<file path="config.mk">
export PLATFORM = sky130hd
export DESIGN_NAME = digit_scan_capture
export DESIGN_NICKNAME = d
export VERILOG_FILES = /design/src/rtl/digit_scan_capture_pkg.sv /design/src/rtl/digit_scan_capture_bank.sv /design/src/rtl/digit_scan_capture.sv
export SDC_FILE = /design/constraint.sdc
export NUM_CORES = 1
export LEC_CHECK = 0
export BUFFER_PORTS_ARGS = -buffer_cell sky130_fd_sc_hd__buf_2
export CAP_MARGIN = 20
export CORE_MARGIN = 2
export CORE_UTILIZATION = 30
export DETAILED_ROUTE_END_ITERATION = 10
export GPL_ROUTABILITY_DRIVEN = 0
export HOLD_SLACK_MARGIN = 0.02
export PLACE_DENSITY_LB_ADDON = 0.1
export SLEW_MARGIN = 25
export SYNTH_ARGS = -nofsm -noshare
export SYNTH_HDL_FRONTEND = slang
export SYNTH_HIERARCHICAL = 1
export SYNTH_SLANG_ARGS = --single-unit
</file>
<file path="constraint.sdc">
create_clock -name clk_i -period 1.95 [get_ports clk_i]
set_input_delay 0 -clock clk_i [delete_from_list [all_inputs] [get_ports clk_i]]
set_output_delay 0 -clock clk_i [all_outputs]
set_load 0.05 [all_outputs]
</file>
<file path="src/rtl/digit_scan_capture_pkg.sv">
// Shared constants, field indices and FSM encoding for the digit scan/capture block.
package digit_scan_capture_pkg;

    localparam int unsigned N_FIELDS = 9;
    localparam int unsigned SEL_W    = 4;

    // Field indices as driven on sel_o
    localparam logic [SEL_W-1:0] FLD_DATE  = 4'd0;
    localparam logic [SEL_W-1:0] FLD_MONTH = 4'd1;
    localparam logic [SEL_W-1:0] FLD_YEAR  = 4'd2;
    localparam logic [SEL_W-1:0] FLD_HR    = 4'd3;
    localparam logic [SEL_W-1:0] FLD_MIN   = 4'd4;
    localparam logic [SEL_W-1:0] FLD_SEC   = 4'd5;
    localparam logic [SEL_W-1:0] FLD_THR   = 4'd6;
    localparam logic [SEL_W-1:0] FLD_TMIN  = 4'd7;
    localparam logic [SEL_W-1:0] FLD_TSEG  = 4'd8;

    typedef enum logic [1:0] {
        StIdle,
        StSettle,
        StCapture,
        StSwap
    } scan_state_e;

    // A nibble outside 0..9 is not a valid BCD digit
    function automatic logic bcd_bad(input logic [3:0] digit);
        return digit > 4'd9;
    endfunction

endpackage

</file>
<file path="src/rtl/digit_scan_capture_bank.sv">
// Double-buffered digit store: writes land in the shadow bank, reads come from the
// visible bank through a registered port, swap flips which bank is visible.
module digit_bank
    import digit_scan_capture_pkg::*;
(
    input  logic             clk_i,
    input  logic             rst_n_i,
    input  logic             wr_en_i,
    input  logic [SEL_W-1:0] wr_addr_i,
    input  logic [7:0]       wr_data_i,
    input  logic             swap_i,
    input  logic [SEL_W-1:0] rd_addr_i,
    output logic [7:0]       rd_data_o
);

    localparam logic [SEL_W-1:0] LAST_ADDR = SEL_W'(N_FIELDS - 1);

    logic       bank_q;                   // index of the visible bank
    logic [7:0] mem_q [2][N_FIELDS];
    logic [7:0] rd_q;

    // Storage and bank pointer; shadow bank is always the one not being read
    always_ff @(posedge clk_i or negedge rst_n_i) begin
        if (!rst_n_i) begin
            bank_q <= 1'b0;
            for (int b = 0; b < 2; b++) begin
                for (int f = 0; f < int'(N_FIELDS); f++) begin
                    mem_q[b][f] <= 8'h00;
                end
            end
        end else begin
            if (wr_en_i && (wr_addr_i <= LAST_ADDR)) begin
                mem_q[~bank_q][wr_addr_i] <= wr_data_i;
            end
            if (swap_i) begin
                bank_q <= ~bank_q;
            end
        end
    end

    // Registered read of the visible bank; out-of-range addresses read as zero
    always_ff @(posedge clk_i or negedge rst_n_i) begin
        if (!rst_n_i) begin
            rd_q <= 8'h00;
        end else if (rd_addr_i <= LAST_ADDR) begin
            rd_q <= mem_q[bank_q][rd_addr_i];
        end else begin
            rd_q <= 8'h00;
        end
    end

    assign rd_data_o = rd_q;

endmodule

</file>
<file path="src/rtl/digit_scan_capture.sv">
// Sweeps the upstream field-select mux over all fields, waits for the splitter
// outputs to settle, captures both digits into the shadow bank and swaps banks
// at the end of each complete sweep.
module digit_scan_capture
    import digit_scan_capture_pkg::*;
#(
    parameter int unsigned SETTLE = 2
) (
    input  logic             clk_i,
    input  logic             rst_n_i,
    input  logic             scan_tick_i,
    input  logic [3:0]       dec_i,
    input  logic [3:0]       uni_i,
    output logic [SEL_W-1:0] sel_o,
    output logic             busy_o,
    output logic             frame_done_o,
    output logic             bcd_err_o,
    input  logic [SEL_W-1:0] rd_addr_i,
    output logic [3:0]       rd_dec_o,
    output logic [3:0]       rd_uni_o
);

    localparam int unsigned     CNT_W     = (SETTLE > 1) ? $clog2(SETTLE) : 1;
    localparam logic [CNT_W-1:0] CNT_LAST = CNT_W'(SETTLE - 1);
    localparam logic [SEL_W-1:0] SEL_LAST = SEL_W'(N_FIELDS - 1);

    scan_state_e      state_q, state_d;
    logic [CNT_W-1:0] cnt_q, cnt_d;
    logic [SEL_W-1:0] sel_q, sel_d;
    logic             acc_q, acc_d;     // error seen in the sweep in progress
    logic             err_q, err_d;     // error flag of the last completed sweep
    logic             wr_en;
    logic             swap;
    logic [7:0]       rd_data;

    // State, counters and error flags
    always_ff @(posedge clk_i or negedge rst_n_i) begin
        if (!rst_n_i) begin
            state_q <= StIdle;
            cnt_q   <= '0;
            sel_q   <= '0;
            acc_q   <= 1'b0;
            err_q   <= 1'b0;
        end else begin
            state_q <= state_d;
            cnt_q   <= cnt_d;
            sel_q   <= sel_d;
            acc_q   <= acc_d;
            err_q   <= err_d;
        end
    end

    // Next-state logic for the sweep sequencer
    always_comb begin
        state_d = state_q;
        cnt_d   = cnt_q;
        sel_d   = sel_q;
        acc_d   = acc_q;
        err_d   = err_q;
        wr_en   = 1'b0;
        swap    = 1'b0;
        unique case (state_q)
            StIdle: begin
                sel_d = '0;
                if (scan_tick_i) begin
                    state_d = StSettle;
                    cnt_d   = '0;
                    acc_d   = 1'b0;
                end
            end
            StSettle: begin
                if (cnt_q == CNT_LAST) begin
                    state_d = StCapture;
                end else begin
                    cnt_d = cnt_q + 1'b1;
                end
            end
            StCapture: begin
                wr_en = 1'b1;
                if (bcd_bad(dec_i) || bcd_bad(uni_i)) begin
                    acc_d = 1'b1;
                end
                if (sel_q == SEL_LAST) begin
                    state_d = StSwap;
                end else begin
                    sel_d   = sel_q + 1'b1;
                    cnt_d   = '0;
                    state_d = StSettle;
                end
            end
            StSwap: begin
                swap    = 1'b1;
                err_d   = acc_q;
                sel_d   = '0;
                state_d = StIdle;
            end
            default: begin
                state_d = StIdle;
                sel_d   = '0;
            end
        endcase
    end

    digit_bank u_bank (
        .clk_i     (clk_i),
        .rst_n_i   (rst_n_i),
        .wr_en_i   (wr_en),
        .wr_addr_i (sel_q),
        .wr_data_i ({dec_i, uni_i}),
        .swap_i    (swap),
        .rd_addr_i (rd_addr_i),
        .rd_data_o (rd_data)
    );

    assign sel_o        = sel_q;
    assign busy_o       = (state_q != StIdle);
    assign frame_done_o = (state_q == StSwap);
    assign bcd_err_o    = err_q;
    assign rd_dec_o     = rd_data[7:4];
    assign rd_uni_o     = rd_data[3:0];

endmodule

</file>
==> results_tabular.tex <==
\begin{tabular}{lr}
\hline
Metric & Value \\
\hline
\multicolumn{2}{l}{\textbf{Critical path}} \\
Crit path max fanout & 17 \\
Delay of the slowest cell on the worst path & about 0.52 ns \\
Startpoint kind of the worst setup timing path & register \\
Worst r2r path cells & 5 \\
Crit path capture type & register \\
Required time of the critical path & 2.24 ns \\
Critical path class & register to register \\
Reg-to-reg startpoint & u\_bank/bank\_q \\
Critical path, cell by cell & buf\_12 > nand2b\_4 > or4b\_4 > buf\_6 > mux2\_4 \\
Flop-to-flop setup slack & 0.06 ns \\
Slowest-stage cell, CP & sky130\_fd\_sc\_hd\_\_or4b\_4 \\
Reg-to-reg critical path endpoint & u\_bank/mem\_q[7] \\
WP data arrival & between 2 and 2.5 ns \\
\multicolumn{2}{l}{\textbf{STA}} \\
Hold slack & between 0.09 and 0.1 ns \\
Setup repair after global routing missed its margin & false \\
Slew at the pin closest to its max-slew limit & 0.7637 ns \\
Endpoints failing hold & 0 \\
Crit path time final & around 1.9 ns \\
Final setup margin & a little under 0.06 ns \\
Final setup violation count & 0 \\
Slew Limit Fails & 0 \\
Normalized max-slew margin & 48.55\% \\
Period Utilization, post-route & between 90\% and 100\% \\
Highest clock rate & approximately 530 MHz \\
Final Skew & approximately 0.013 ns \\
\multicolumn{2}{l}{\textbf{Global routing}} \\
Number of global-route vias before repair & between 4000 and 5000 \\
Total track usage & $\sim$15\% \\
Initial antenna violation count & 0 \\
Overflow after GRT & 0 \\
Met1 capacity usage during global routing & between 10\% and 20\% \\
Pin count of the biggest net entering global routing & $\sim$70 \\
Met3 Use GR & 3.473\% \\
Global-route track usage on met2 & about a quarter \\
Global-route wire length before repair & around 29000 µm \\
Top Usage Layer GRT & met2 \\
\multicolumn{2}{l}{\textbf{Clock tree}} \\
Clk sinks & between 150 and 200 \\
CTS tree & done \\
Library cell used as clock root buffer & sky130\_fd\_sc\_hd\_\_clkbuf\_16 \\
Latest clock arrival within the worst-skew pair & 0.42 ns \\
Number of buffers on the longest clock path & 2 \\
CTS H-tree depth & 4 \\
Clock slew seen by the registers of the worst setup and hold paths & roughly 0.060 ns \\
Clock buffers created by TritonCTS & 17 \\
\multicolumn{2}{l}{\textbf{Cells and area}} \\
Most common cell after layout, fill and taps aside & sky130\_fd\_sc\_hd\_\_dfrtp\_1 \\
Leading cell types in the layout, fill and taps excluded & sky130\_fd\_sc\_hd\_\_dfrtp\_1 (157), sky130\_fd\_sc\_hd\_\_mux2\_2 (136), sky130\_fd\_sc\_hd\_\_mux4\_2 (32) \\
Antenna Cells & 0 \\
Total Nets Final & about 570 \\
Share of post-route cells with drive strength above 1 & between 50 and 60\% \\
Number of filler instances in the final layout & 2323 \\
Fin util & between 30\% and 40\% \\
Area growth, synth to finish & 20.44\% \\
Final instance count without filler cells & a little under 900 \\
\multicolumn{2}{l}{\textbf{Synth}} \\
Share of the yosys chip area belonging to registers & 54.07\% \\
Fraction of the mapped netlist area in simple logic gates & around 4.0\% \\
Count of flip-flops with a built-in enable after synthesis & 0 \\
Adder-cell area share of the yosys netlist & between 1 and 1.5\% \\
Most common flop cell mapped by yosys & sky130\_fd\_sc\_hd\_\_dfrtp\_1 \\
Synth warnings & 6 \\
Multiplexer share of the synthesized area & about a third \\
Post-synthesis async set-or-reset flop share & 100.0\% \\
Post-synthesis instance area & $\sim$7500 µm² \\
Number of nets produced by synthesis & between 500 and 600 \\
Post-synthesis sequential element count & $\sim$160 \\
Average size of a mapped cell & 15.52 µm² \\
Gate count after technology mapping & approximately 480 \\
Post-synthesis share of cell area spent on xor and xnor gates & 0.2336\% \\
Synth Area in Compound Gates & around 2.8\% \\
Unique masters post-synth & 43 \\
Dominant combinational cell family by area after synthesis & multiplexers \\
\multicolumn{2}{l}{\textbf{Placed design}} \\
Buffers added on ports & 29 \\
Cell count after placement & $\sim$850 \\
Placed wire-length estimate & between 10000 and 15000 µm \\
DP Worst Slack & -0.03517 ns \\
\multicolumn{2}{l}{\textbf{Routing}} \\
Drt total wl & 18010 µm \\
DR pass1 iterations & 4 \\
Via count of the routed design & roughly 4200 \\
Antenna Nets Post-Route & 0 \\
Detailed-route wire length per cell & roughly 20 µm \\
Initial detailed-routing violation count & approximately 160 \\
DRC viols & 0 \\
Via/cell ratio & between 4 and 5 \\
\multicolumn{2}{l}{\textbf{Run status}} \\
Status & complete, no violations \\
\multicolumn{2}{l}{\textbf{Die}} \\
\# rows & 57 \\
Width of the die & around 160 µm \\
Top-level port count & 30 \\
Core region area & between 20000 and 25000 µm² \\
Chip Height & between 150 and 200 µm \\
Starting utilization of the core area & between 30\% and 40\% \\
Die Outline Area & between 20000 and 30000 µm² \\
\multicolumn{2}{l}{\textbf{Power}} \\
Power Total & 10.65 mW \\
Leakage component of the power & 4.022 nW \\
Max IR drop VDD & just over 0.6 mV \\
Ratio of total power to cell area & approximately 1200 nW/µm² \\
\multicolumn{2}{l}{\textbf{Min path}} \\
Hold WC Path Type & input port to register \\
Worst hold path stage count & 2 \\
WHS Endpoint & u\_bank/mem\_q[32] \\
Start point of the worst hold path & uni\_i[0] \\
\multicolumn{2}{l}{\textbf{Flow run}} \\
Max-capacitance violation count & 0 \\
\hline
\end{tabular}
==> worst max-delay path by stage <==
stage	slack [ns]	cells after the start	startpoint	endpoint
6_report	0.06	5	u_bank/bank_q	u_bank/mem_q[7]
5_1_grt	0.004	6	u_bank/bank_q	u_bank/rd_data_o[3]
4_1_cts	0.02	6	state_q[0]	u_bank/mem_q[4]
3_5_place_dp	-0.04	6	state_q[0]	u_bank/mem_q[4]
3_3_place_gp	0.005	6	state_q[0]	u_bank/mem_q[4]
2_1_floorplan	-0.01	6	state_q[0]	u_bank/mem_q[0]
==> what timing repair did <==
action | CTS | global route
gates resized for setup | 1 | 7
hold endpoints to repair | 164 | 0
setup buffers | 0 | 0
setup endpoints to repair | 8 | 26
hold buffers | 5 | 0
pin swaps | 0 | 1
==> critical path: cells and delay by family, from the launching register on <==
kind / cells / cell delay, ns
multiplexers: 1 / 0.29
flip-flops: 1 / 0.44
AND/OR/NAND/NOR: 2 / 0.69
buffers and inverters: 2 / 0.34
==> power breakdown <==
group | switching [mW] | leakage [nW] | internal [mW]
clock network | 1.32 | 0.265 | 1.90
logic | 1.48 | 1.72 | 1.64
registers | 0.329 | 2.04 | 3.98
total | 3.13 | 4.02 | 7.53
==> routing by layer <==
metal	wire length, µm	vias to the layer above
li1	-	1924
met1	8611	2263
met2	8714	46
met3	490	10
met4	196	0
met5	0	-
==> logic make-up after synthesis <==
group / Yosys count
AOI/OAI and AO/OA: 30
xor gates and xnor gates: 2
adders and majority gates: 7
buffers and inverters: 36
DFF: 162
muxes: 203
and+or+nand+nor: 43
==> per-stage QoR <==
step,area (µm²),TNS (ns)
6_report,9030,0
5_1_grt,9030,0
4_1_cts,8997,0
3_5_place_dp,8384,-0.2264
3_3_place_gp,8384,0
2_1_floorplan,7513,-0.07659
==> Yosys cell counts (all sizes together), types with 3 or more instances <==
cell	instances	area (µm²)
dfrtp	162	4054
mux2	146	1674
mux4	32	720.7
mux2i	25	250.2
buf	19	118.9
nand2	14	55.06
o21ai	14	70.07
clkbuf	11	41.29
o22a	8	70.07
ha	7	87.58
nor2b	7	43.79
inv	6	22.52
nand2b	3	26.27
nor2	3	13.77
nor3	3	25.02
o31ai	3	22.52
==> sequential cells by signal (all words and copies together) (netlist names) <==
| register | cells |
|---|---|
| sel_o | 4 |
| state_q | 2 |
| u_bank/mem_q | 144 |
| cnt_q | 1 |
| acc_q | 1 |
| u_bank/bank_q | 1 |
| u_bank/rd_data_o | 8 |
| bcd_err_o | 1 |
==> final cells by class <==
class,instances,area [µm²],area share (%)
clock buffer,21,450.4,4.988
clock inverter,9,110.1,1.219
inverter,6,22.52,0.2494
multi-input combinational,285,3289,36.43
sequential,162,4060,44.96
tap,324,405.4,4.489
timing repair buffer,79,691.9,7.662
Note: power is estimated with default switching activity, not from simulation.
